## config.mk

```make
export PLATFORM = sky130hd
export DESIGN_NAME = pool_collector
export DESIGN_NICKNAME = d
export VERILOG_FILES = /design/src/rtl/pool_pkg.sv /design/src/rtl/pool_collect_ram.sv /design/src/rtl/pool_collector.sv
export SDC_FILE = /design/constraint.sdc
export NUM_CORES = 2
export LEC_CHECK = 0
export CAP_MARGIN = 15
export CORE_MARGIN = 10
export CORE_UTILIZATION = 55
export DETAILED_ROUTE_END_ITERATION = 16
export GPL_TIMING_DRIVEN = 0
export PLACE_DENSITY = 0.77
export SLEW_MARGIN = 20
export SYNTH_ARGS = -nofsm -noshare
export SYNTH_HDL_FRONTEND = slang
export SYNTH_HIERARCHICAL = 1
export SYNTH_SLANG_ARGS = --single-unit
```

## constraint.sdc

```tcl
create_clock -name clk -period 5.9 [get_ports clk]
set_clock_uncertainty 0.15 [all_clocks]
set_input_delay 0.885 -clock clk [delete_from_list [all_inputs] [get_ports clk]]
set_output_delay 0.885 -clock clk [all_outputs]
set_load 0.05 [all_outputs]
```

## src/rtl/pool_pkg.sv

```systemverilog
// Shared pooler/collector definitions: FSM state type, default geometry, count-width helper.
package pool_pkg;

  localparam int POOL_DATA_WIDTH = 8;
  localparam int POOL_OUT_SIZE   = 13;

  typedef enum logic [1:0] {
    IDLE    = 2'd0,
    CAPTURE = 2'd1,
    DRAIN   = 2'd2
  } pool_state_e;

  // Width able to hold 0..depth inclusive.
  function automatic int pool_cw(input int depth);
    return $clog2(depth + 1);
  endfunction

endpackage

```

## src/rtl/pool_collect_ram.sv

```systemverilog
// Simple dual-port frame buffer: one write port, one registered read port, array not reset.
module pool_collect_ram #(
  parameter int DEPTH = 169,
  parameter int DW    = 8,
  parameter int AW    = 8
) (
  input  logic          clk,
  input  logic          rst_n,
  input  logic          we,
  input  logic [AW-1:0] waddr,
  input  logic [DW-1:0] wdata,
  input  logic          re,
  input  logic [AW-1:0] raddr,
  output logic [DW-1:0] rdata
);

  logic [DW-1:0] mem [DEPTH];

  always_ff @(posedge clk) begin
    if (we) mem[waddr] <= wdata;
  end

  // Read register holds its value when re is low, which gives the stall behaviour for free.
  always_ff @(posedge clk or negedge rst_n) begin
    if (!rst_n)  rdata <= '0;
    else if (re) rdata <= mem[raddr];
  end

endmodule

```

## src/rtl/pool_collector.sv

```systemverilog
// Captures one OUT_SIZE x OUT_SIZE pooled map and replays it over a valid/ready port.
// Optional POOL_COLLECT_CHECKSUM_EN adds a 16-bit running sum of stored samples.
module pool_collector
  import pool_pkg::*;
#(
  parameter  int OUT_SIZE   = POOL_OUT_SIZE,
  parameter  int DATA_WIDTH = POOL_DATA_WIDTH,
  localparam int DEPTH      = OUT_SIZE * OUT_SIZE,
  localparam int CW         = pool_cw(DEPTH),
  localparam int AW         = (DEPTH > 1) ? $clog2(DEPTH) : 1
) (
  input  logic                  clk,
  input  logic                  master_rst_n,
  input  logic                  start,
  input  logic [DATA_WIDTH-1:0] data_in,
  input  logic                  valid_in,
  input  logic                  end_in,
  input  logic                  rd_ready,
  output logic [DATA_WIDTH-1:0] rd_data,
  output logic                  rd_valid,
  output logic                  rd_last,
  output logic [CW-1:0]         count,
  output logic                  done,
`ifdef POOL_COLLECT_CHECKSUM_EN
  output logic [15:0]           checksum,
`endif
  output logic                  short_err,
  output logic                  stray_err
);

  pool_state_e   state, state_nxt;
  logic [CW-1:0] wr_ptr, rd_ptr;
  logic          wr_en, rd_en;
  logic [AW-1:0] rd_addr;
  logic          sample, hs;

  assign sample = valid_in && !end_in;
  assign hs     = rd_valid && rd_ready;

  always_ff @(posedge clk or negedge master_rst_n) begin
    if (!master_rst_n) state <= IDLE;
    else               state <= state_nxt;
  end

  always_comb begin
    state_nxt = state;
    case (state)
      IDLE:    if (start) state_nxt = CAPTURE;
      CAPTURE: begin
        if (end_in)                                     state_nxt = (count != '0) ? DRAIN : IDLE;
        else if (valid_in && wr_ptr == CW'(DEPTH - 1))  state_nxt = DRAIN;
      end
      DRAIN:   if (hs && rd_last) state_nxt = IDLE;
      default: state_nxt = IDLE;
    endcase
  end

  // Read address runs one ahead of rd_ptr so the next entry lands on the handshake edge.
  always_comb begin
    wr_en   = (state == CAPTURE) && sample;
    rd_en   = 1'b0;
    rd_addr = '0;
    if (state == DRAIN) begin
      if (!rd_valid) begin
        rd_en = 1'b1;
      end else if (hs && !rd_last) begin
        rd_en   = 1'b1;
        rd_addr = AW'(rd_ptr + CW'(1));
      end
    end
  end

  always_ff @(posedge clk or negedge master_rst_n) begin
    if (!master_rst_n) begin
      wr_ptr    <= '0;
      rd_ptr    <= '0;
      count     <= '0;
      rd_valid  <= 1'b0;
      rd_last   <= 1'b0;
      done      <= 1'b0;
      short_err <= 1'b0;
      stray_err <= 1'b0;
    end else begin
      done <= 1'b0;
      case (state)
        IDLE: begin
          if (start) begin
            wr_ptr    <= '0;
            count     <= '0;
            short_err <= 1'b0;
            stray_err <= sample;
          end else if (sample) begin
            stray_err <= 1'b1;
          end
        end
        CAPTURE: begin
          if (end_in) begin
            short_err <= 1'b1;
            if (count == '0) done <= 1'b1;
          end else if (valid_in) begin
            wr_ptr <= wr_ptr + CW'(1);
            count  <= count + CW'(1);
          end
        end
        DRAIN: begin
          if (sample) stray_err <= 1'b1;
          if (!rd_valid) begin
            rd_valid <= 1'b1;
            rd_ptr   <= '0;
            rd_last  <= (count == CW'(1));
          end else if (hs) begin
            if (rd_last) begin
              rd_valid <= 1'b0;
              rd_last  <= 1'b0;
              done     <= 1'b1;
            end else begin
              rd_ptr  <= rd_ptr + CW'(1);
              rd_last <= (CW'(rd_ptr + CW'(2)) == count);
            end
          end
        end
        default: ;
      endcase
    end
  end

`ifdef POOL_COLLECT_CHECKSUM_EN
  always_ff @(posedge clk or negedge master_rst_n) begin
    if (!master_rst_n)                    checksum <= '0;
    else if (state == IDLE && start)      checksum <= '0;
    else if (wr_en)                       checksum <= checksum + 16'(data_in);
  end
`endif

  pool_collect_ram #(
    .DEPTH (DEPTH),
    .DW    (DATA_WIDTH),
    .AW    (AW)
  ) u_ram (
    .clk   (clk),
    .rst_n (master_rst_n),
    .we    (wr_en),
    .waddr (AW'(wr_ptr)),
    .wdata (data_in),
    .re    (rd_en),
    .raddr (rd_addr),
    .rdata (rd_data)
  );

endmodule

```

Word level (Yosys, flattened, before mapping)
Memory sizes are Yosys's and may differ from the RTL's. A register that Yosys moved wholly into a read port is not among the register bits.
Cells that the tools add are included.
{ "op_classes": {"n_reduce_logical": 19, "mux": 42, "n_eq_ne": 13, "addsub": 4} }
{ "op_table": {"columns": ["op", "count"], "rows": [
  ["8-bit two-way mux", 11],
  ["8-bit case mux with 2 select lines", 2],
  ["8-bit by 1-bit adder with 8-bit output, second input constant", 3],
  ["1-bit two-way mux", 20],
  ["2-bit inequality test, second input constant", 6],
  ["2-bit two-way mux", 5],
  ["3-bit AND reduction", 3],
  ["8-bit by 2-bit adder with 8-bit output, second input constant", 1],
  ["8-bit by 1-bit equality test with 1-bit output, second input constant", 1],
  ["8-bit equality test", 1],
  ["8-bit equality test, second input constant", 1],
  ["8-bit logical NOT", 1],
  ["8-bit nonzero test", 1],
  ["1-bit logical AND", 6],
  ["1-bit case mux with 2 select lines", 3],
  ["2-bit case mux with 3 select lines", 1],
  ["4-bit AND reduction", 1],
  ["2-bit nonzero test", 2],
  ["1-bit logical NOT", 3],
  ["3-bit inequality test, second input constant", 1],
  ["2-bit by 1-bit equality test with 1-bit output, second input constant", 1],
  ["2-bit equality test, second input constant", 1],
  ["2-bit logical NOT", 1],
  ["2-bit by 1-bit inequality test with 1-bit output, second input constant", 1],
  ["2-bit AND reduction", 1]
]} }
{ "totals": {"word_cells": 88, "output_inout_bits": 21, "ram_bits": 1352, "inputBits": 14, "reg_bits": 31, "memories": 1} }
{ "memory_table": {"columns": ["name", "words", "word_bits", "rd", "rd_ports_with_merged_regs", "write_ports", "line_no", "text"], "rows": [
  ["u_ram.mem", 169, 8, 1, 1, 1, "pool_collect_ram.sv:17", "logic [DW-1:0] mem [DEPTH];"]
]} }

Longest topological paths before layout
{ "logic_depth": {"word_depth": 5, "ltp_mapped": 18} }

Hierarchy
The synthesis kept the hierarchy.
{ "by_module_without_submodules": {"columns": ["module", "instances", "cells_per_inst", "area_per_inst_um2", "seq_area_each_um2"], "rows": [
  ["pool_collect_ram", 1, 2369, 52907.0, 40799.1],
  ["pool_collector", 1, 213, 1974.4, 775.7]
]} }

Least setup slack after synthesis
OpenSTA, ideal clock, no wires.
{ "synth_path": {"path_type": "input-to-reg", "startpoint": "in rd_ready", "endpoint": "reg u_ram.rdata[3] (read register of u_ram.mem)", "slack_ns": 2.103, "arrival_time_ns": 3.521, "path_stages": 11, "cell_sequence": "nand4b_1 > clkbuf_1 > nor2_1 > buf_6 > buf_6 > buf_2 > mux4_2 > mux4_2 > nand2_1 > nand4_1 > o32a_1"} }
{ "synth_via": {"elab_chain_cells": 5, "elab_cells_between_ends": 8, "cone_classes": "mux: 6; reduce/logical: 2"} }
{ "synth_rtl": {"columns": ["item", "line_no", "text"], "rows": [
  ["start: declaration", "pool_collector.sv:18", "input logic rd_ready,"],
  ["1-bit logical AND", "pool_collector.sv:38", "assign hs = rd_valid && rd_ready;"],
  ["1-bit logical AND", "pool_collector.sv:66", "end else if (hs && !rd_last) begin"],
  ["8-bit two-way mux", "pool_collector.sv:66", null],
  ["8-bit two-way mux", "pool_collector.sv:64", "if (!rd_valid) begin"],
  ["8-bit two-way mux", "pool_collector.sv:63", "if (state == DRAIN) begin"],
  ["via rd_addr[0]", "pool_collector.sv:34", "logic [AW-1:0] rd_addr;"],
  ["end: declaration", "pool_collect_ram.sv:14", "output logic [DW-1:0] rdata"]
]} }
The timed path passes the listed nets, and every way through them passes these cells.
A chain may end at the register's enable or synchronous reset.

Worst setup path after layout
{ "layout_path": {"startpoint": "reg state[0]", "endpoint": "reg u_ram.rdata[6] (read register of u_ram.mem)"} }
{ "layout_via": {"elab_chain_cells": 2, "elab_cells_between_ends": 3, "cone_classes": "eq/ne: 1; mux: 2"} }
{ "layout_rtl": {"columns": ["item", "line_no", "text"], "rows": [
  ["start: declaration", "pool_collector.sv:31", "pool_state_e state, state_nxt;"],
  ["start signal: assignment", "pool_collector.sv:42", "else state <= state_nxt;"],
  ["2-bit equality test", "pool_collector.sv:63", null],
  ["8-bit two-way mux", "pool_collector.sv:63", null],
  ["via rd_addr[1]", "pool_collector.sv:34", null]
]} }
The timed path passes the listed nets, and every way through them passes these cells.

==> results.md <==
* Reg-to-reg slack, setup at 0.14 ns
* Max-slew headroom at 0.122
* First-pass GRT wire length at 229 mm
* Final Critical Period at 5.76 ns
* Critical path type: flip-flop to flip-flop
* RR Endpoint: u_ram/rdata[6]$_DFFE_PN0P_
* Number of flops mapped to enable cells by yosys at 1352
* Crit. End Element: flip-flop
* # rows at 115
* Crit share post-route at 0.976
* Drt pass-1 iters at 9
* Static Leak at 18.7 nW
* Mapped Avg Cell Area at 21.3 um^2
* Drc violations at 0
* Synth Instances at 2582
* Worst-path clk slew at 0.06 ns
* Core area at 98700 um^2
* Via count at 29800
* Worst setup path endpoint: u_ram/rdata[6]$_DFFE_PN0P_
* TritonCTS Buffers at 140
* Largest net degree at the start of global routing at 108
* Worst R2R Start: state[0]$_DFFE_PN0P_
* Sequential Power Share at 0.494
* Post-Route WL at 166 mm
* CTS tree: done
* CP startpoint kind: flip-flop
* Post-CTS setup buffers at 0
* Main synth FF type: edfxtp_1
* Outcome: complete, no violations
* Final Max Slew Viols at 0
* Routed len/inst at 39.7 um
* Final nets at 2800
* Number of distinct library cells after synthesis at 69
* RSZ-0062 raised after global routing: no
* Clock share of power at 0.390
* Fin cells at 4177
* Yosys reg bits at 1391
* Global-route usage over all layers at 0.295
* DP HPWL at 107 mm
* Comb power frac at 0.116
* Switch Pwr at 5.54 mW
* Worst Hold Class: flip-flop to flip-flop
* Routed Antenna Nets at 0
* Post-Place Cells at 3920
* Hold Crit Start: stray_err$_DFFE_PN0P_
* Full die area at 113000 um^2
* Critical path arrival at 6.20 ns
* Number of port buffers at 34
* Number of synthesis warnings at 6
* VDD IR max at 0.278 mV
* Critical Path Start: state[0]$_DFFE_PN0P_
* Pwr dens at 361 nW/um^2
* GPL Wtd Cong at 1.01
* H-tree level count at 4
* Hold Fails Final Rpt at 0
* Crit path max fanout at 10
* I/O Pins at 35
* Sw frac at 0.248
* Initial antenna violation count at 8
* Vias in the first global route at 29100
* WP data required at 6.34 ns
* Async SR Flop Fraction at 0.0280
* Post-synthesis cell area at 54900 um^2
* Max-Cap Viols at 0
* Initial Util at 0.556
* Most frequent cells in the layout: edfxtp_1 (1352), mux4_2 (378), nor2_1 (192)
* Worst r2r path cells at 15
* P&R area growth vs syn at 12.5%
* Layout cells sized above 1 at 0.257
* Total global routing overflow at 0
* Final setup fails at 0
* Die Height at 336 um
* Clk root buf: clkbuf_16
* First DRT Iteration DRCs at 5545
* Worst skew pair latency at 0.75 ns
* Buffer depth of the longest clock path at 3
* Sequential fraction of the synthesis area at 0.758
* Synth Net Count at 2606
* Clock Sinks at 1391
* Slew @ Worst Pin at 1.32 ns
* Most common cell after layout, fill and taps aside: edfxtp_1
* Fin Hold WS at 0.392 ns
* Peak Freq at 174 MHz
* Vias per Instance at 7.13
* P_int at 16.8 mW
* Die width at 336 um
worst max-delay path: stages, from the launching register on:
cell and delay, ns:
dfrtp_1 0.38, inv_1 0.10, ha_1 0.15, buf_2 0.19
nand4b_1 0.21, clkbuf_1 0.30, nor2_1 0.29, buf_2 0.44
buf_2 0.55, buf_2 0.54, buf_2 0.67, mux2i_1 0.53
a211oi_1 0.17, o21a_1 0.20, o32ai_1 0.52, a31oi_1 0.16
layout make-up:
cell class / instances / area, um^2
Antenna cell: 3 / 7.51
Buffer: 145 / 816
Clock buffer: 170 / 3660
Clock inverter: 83 / 820
Fill cell: 6465 / 37000
Inverter: 16 / 60.1
Multi-Input combinational cell: 1030 / 12500
Sequential cell: 1391 / 41600
Tap cell: 1287 / 1610
Timing Repair Buffer: 52 / 683
sequential cells by signal, indices dropped and copies added (netlist names):
| register | flops |
|---|---|
| u_ram/mem | 1352 |
| count | 8 |
| rd_ptr | 8 |
| u_ram/rdata | 8 |
| wr_ptr | 8 |
| state | 2 |
| done | 1 |
| rd_last | 1 |
| rd_valid | 1 |
| short_err | 1 |
| stray_err | 1 |
stage by stage:
stage,worst slack [ns],area (um^2),utilization,total power [mW],TNS [ns]
after floorplan,2.10,54900,-,12.6,0
after global placement,-0.856,56800,0.576,13.7,-701.46
after detailed placement,-0.331,57200,0.580,13.7,-1.66
after CTS,0.266,61700,0.625,22.3,0
after global routing,0.0177,61700,0.625,22.8,0
final,0.144,61700,0.625,22.3,0
cell usage after synthesis (11+ instances only):
library cell	number	area, um^2
a211oi_1	15	113
a21oi_1	23	115
a31oi_1	14	87.6
buf_2	49	245
buf_4	17	128
buf_6	16	180
clkbuf_1	52	195
dfrtp_1	39	976
edfxtp_1	1352	40600
inv_1	16	60.1
mux2_2	22	248
mux2i_1	49	490
mux4_2	378	8510
nand2_1	63	236
nand3_1	35	175
nand4_1	14	87.6
nor2_1	194	728
nor2b_1	27	169
o21ai_0	20	100
o22ai_1	19	119
xor2_1	11	96.3
metal layers:
layer / routed length (um) / vias up / global-route usage
met5: 26 / - / 0
met4: 9520 / 4 / 0.149
met3: 24500 / 464 / 0.0975
met2: 74500 / 2551 / 0.436
met1: 57200 / 15600 / 0.392
li1: - / 11200 / -
timing repair:
item	in CTS	in global routing
resized for setup	0	1
hold buffers	1	0
hold endpoints to repair	19	0
endpoints found under the setup margin	0	1
worst min path at each step:
stage / to / cells past startpoint / slack, ns
3_5_place_dp: stray_err$_DFFE_PN0P_ / 1 / 0.38
5_1_grt: u_ram/mem[40][4]$_DFFE_PP_ / 1 / 0.40
3_3_place_gp: state[1]$_DFFE_PN0P_ / 1 / 0.37
2_1_floorplan: rd_ptr[7]$_DFFE_PN0P_ / 1 / 0.35
6_report: stray_err$_DFFE_PN0P_ / 1 / 0.39
4_1_cts: u_ram/mem[43][4]$_DFFE_PP_ / 1 / 0.38
kinds of logic (layout without fill, tap and decap cells):
| logic type | Yosys count | count (layout) | synth area share |
|---|---|---|---|
| compound gates | 158 | 158 | 0.0197 |
| xor+xnor | 17 | 17 | 0.00271 |
| fa+ha+maj | 10 | 10 | 0.00228 |
| buf+inv | 161 | 466 | 0.0155 |
| flops | 1391 | 1391 | 0.758 |
| mux | 449 | 449 | 0.169 |
| other cells | 0 | 3 | 0 |
| simple gates | 396 | 396 | 0.0337 |
power by group through the flow:
stage | logic, mW | registers, mW | clock network (mW)
after floorplan | 1.28 | 11.3 | 0
after global placement | 2.43 | 11.3 | 0
after detailed placement | 2.51 | 11.2 | 0
after CTS | 2.52 | 11.0 | 8.77
after global routing | 2.64 | 11.0 | 9.15
final | 2.59 | 11.0 | 8.71
Power figures use the tool's default switching activity.
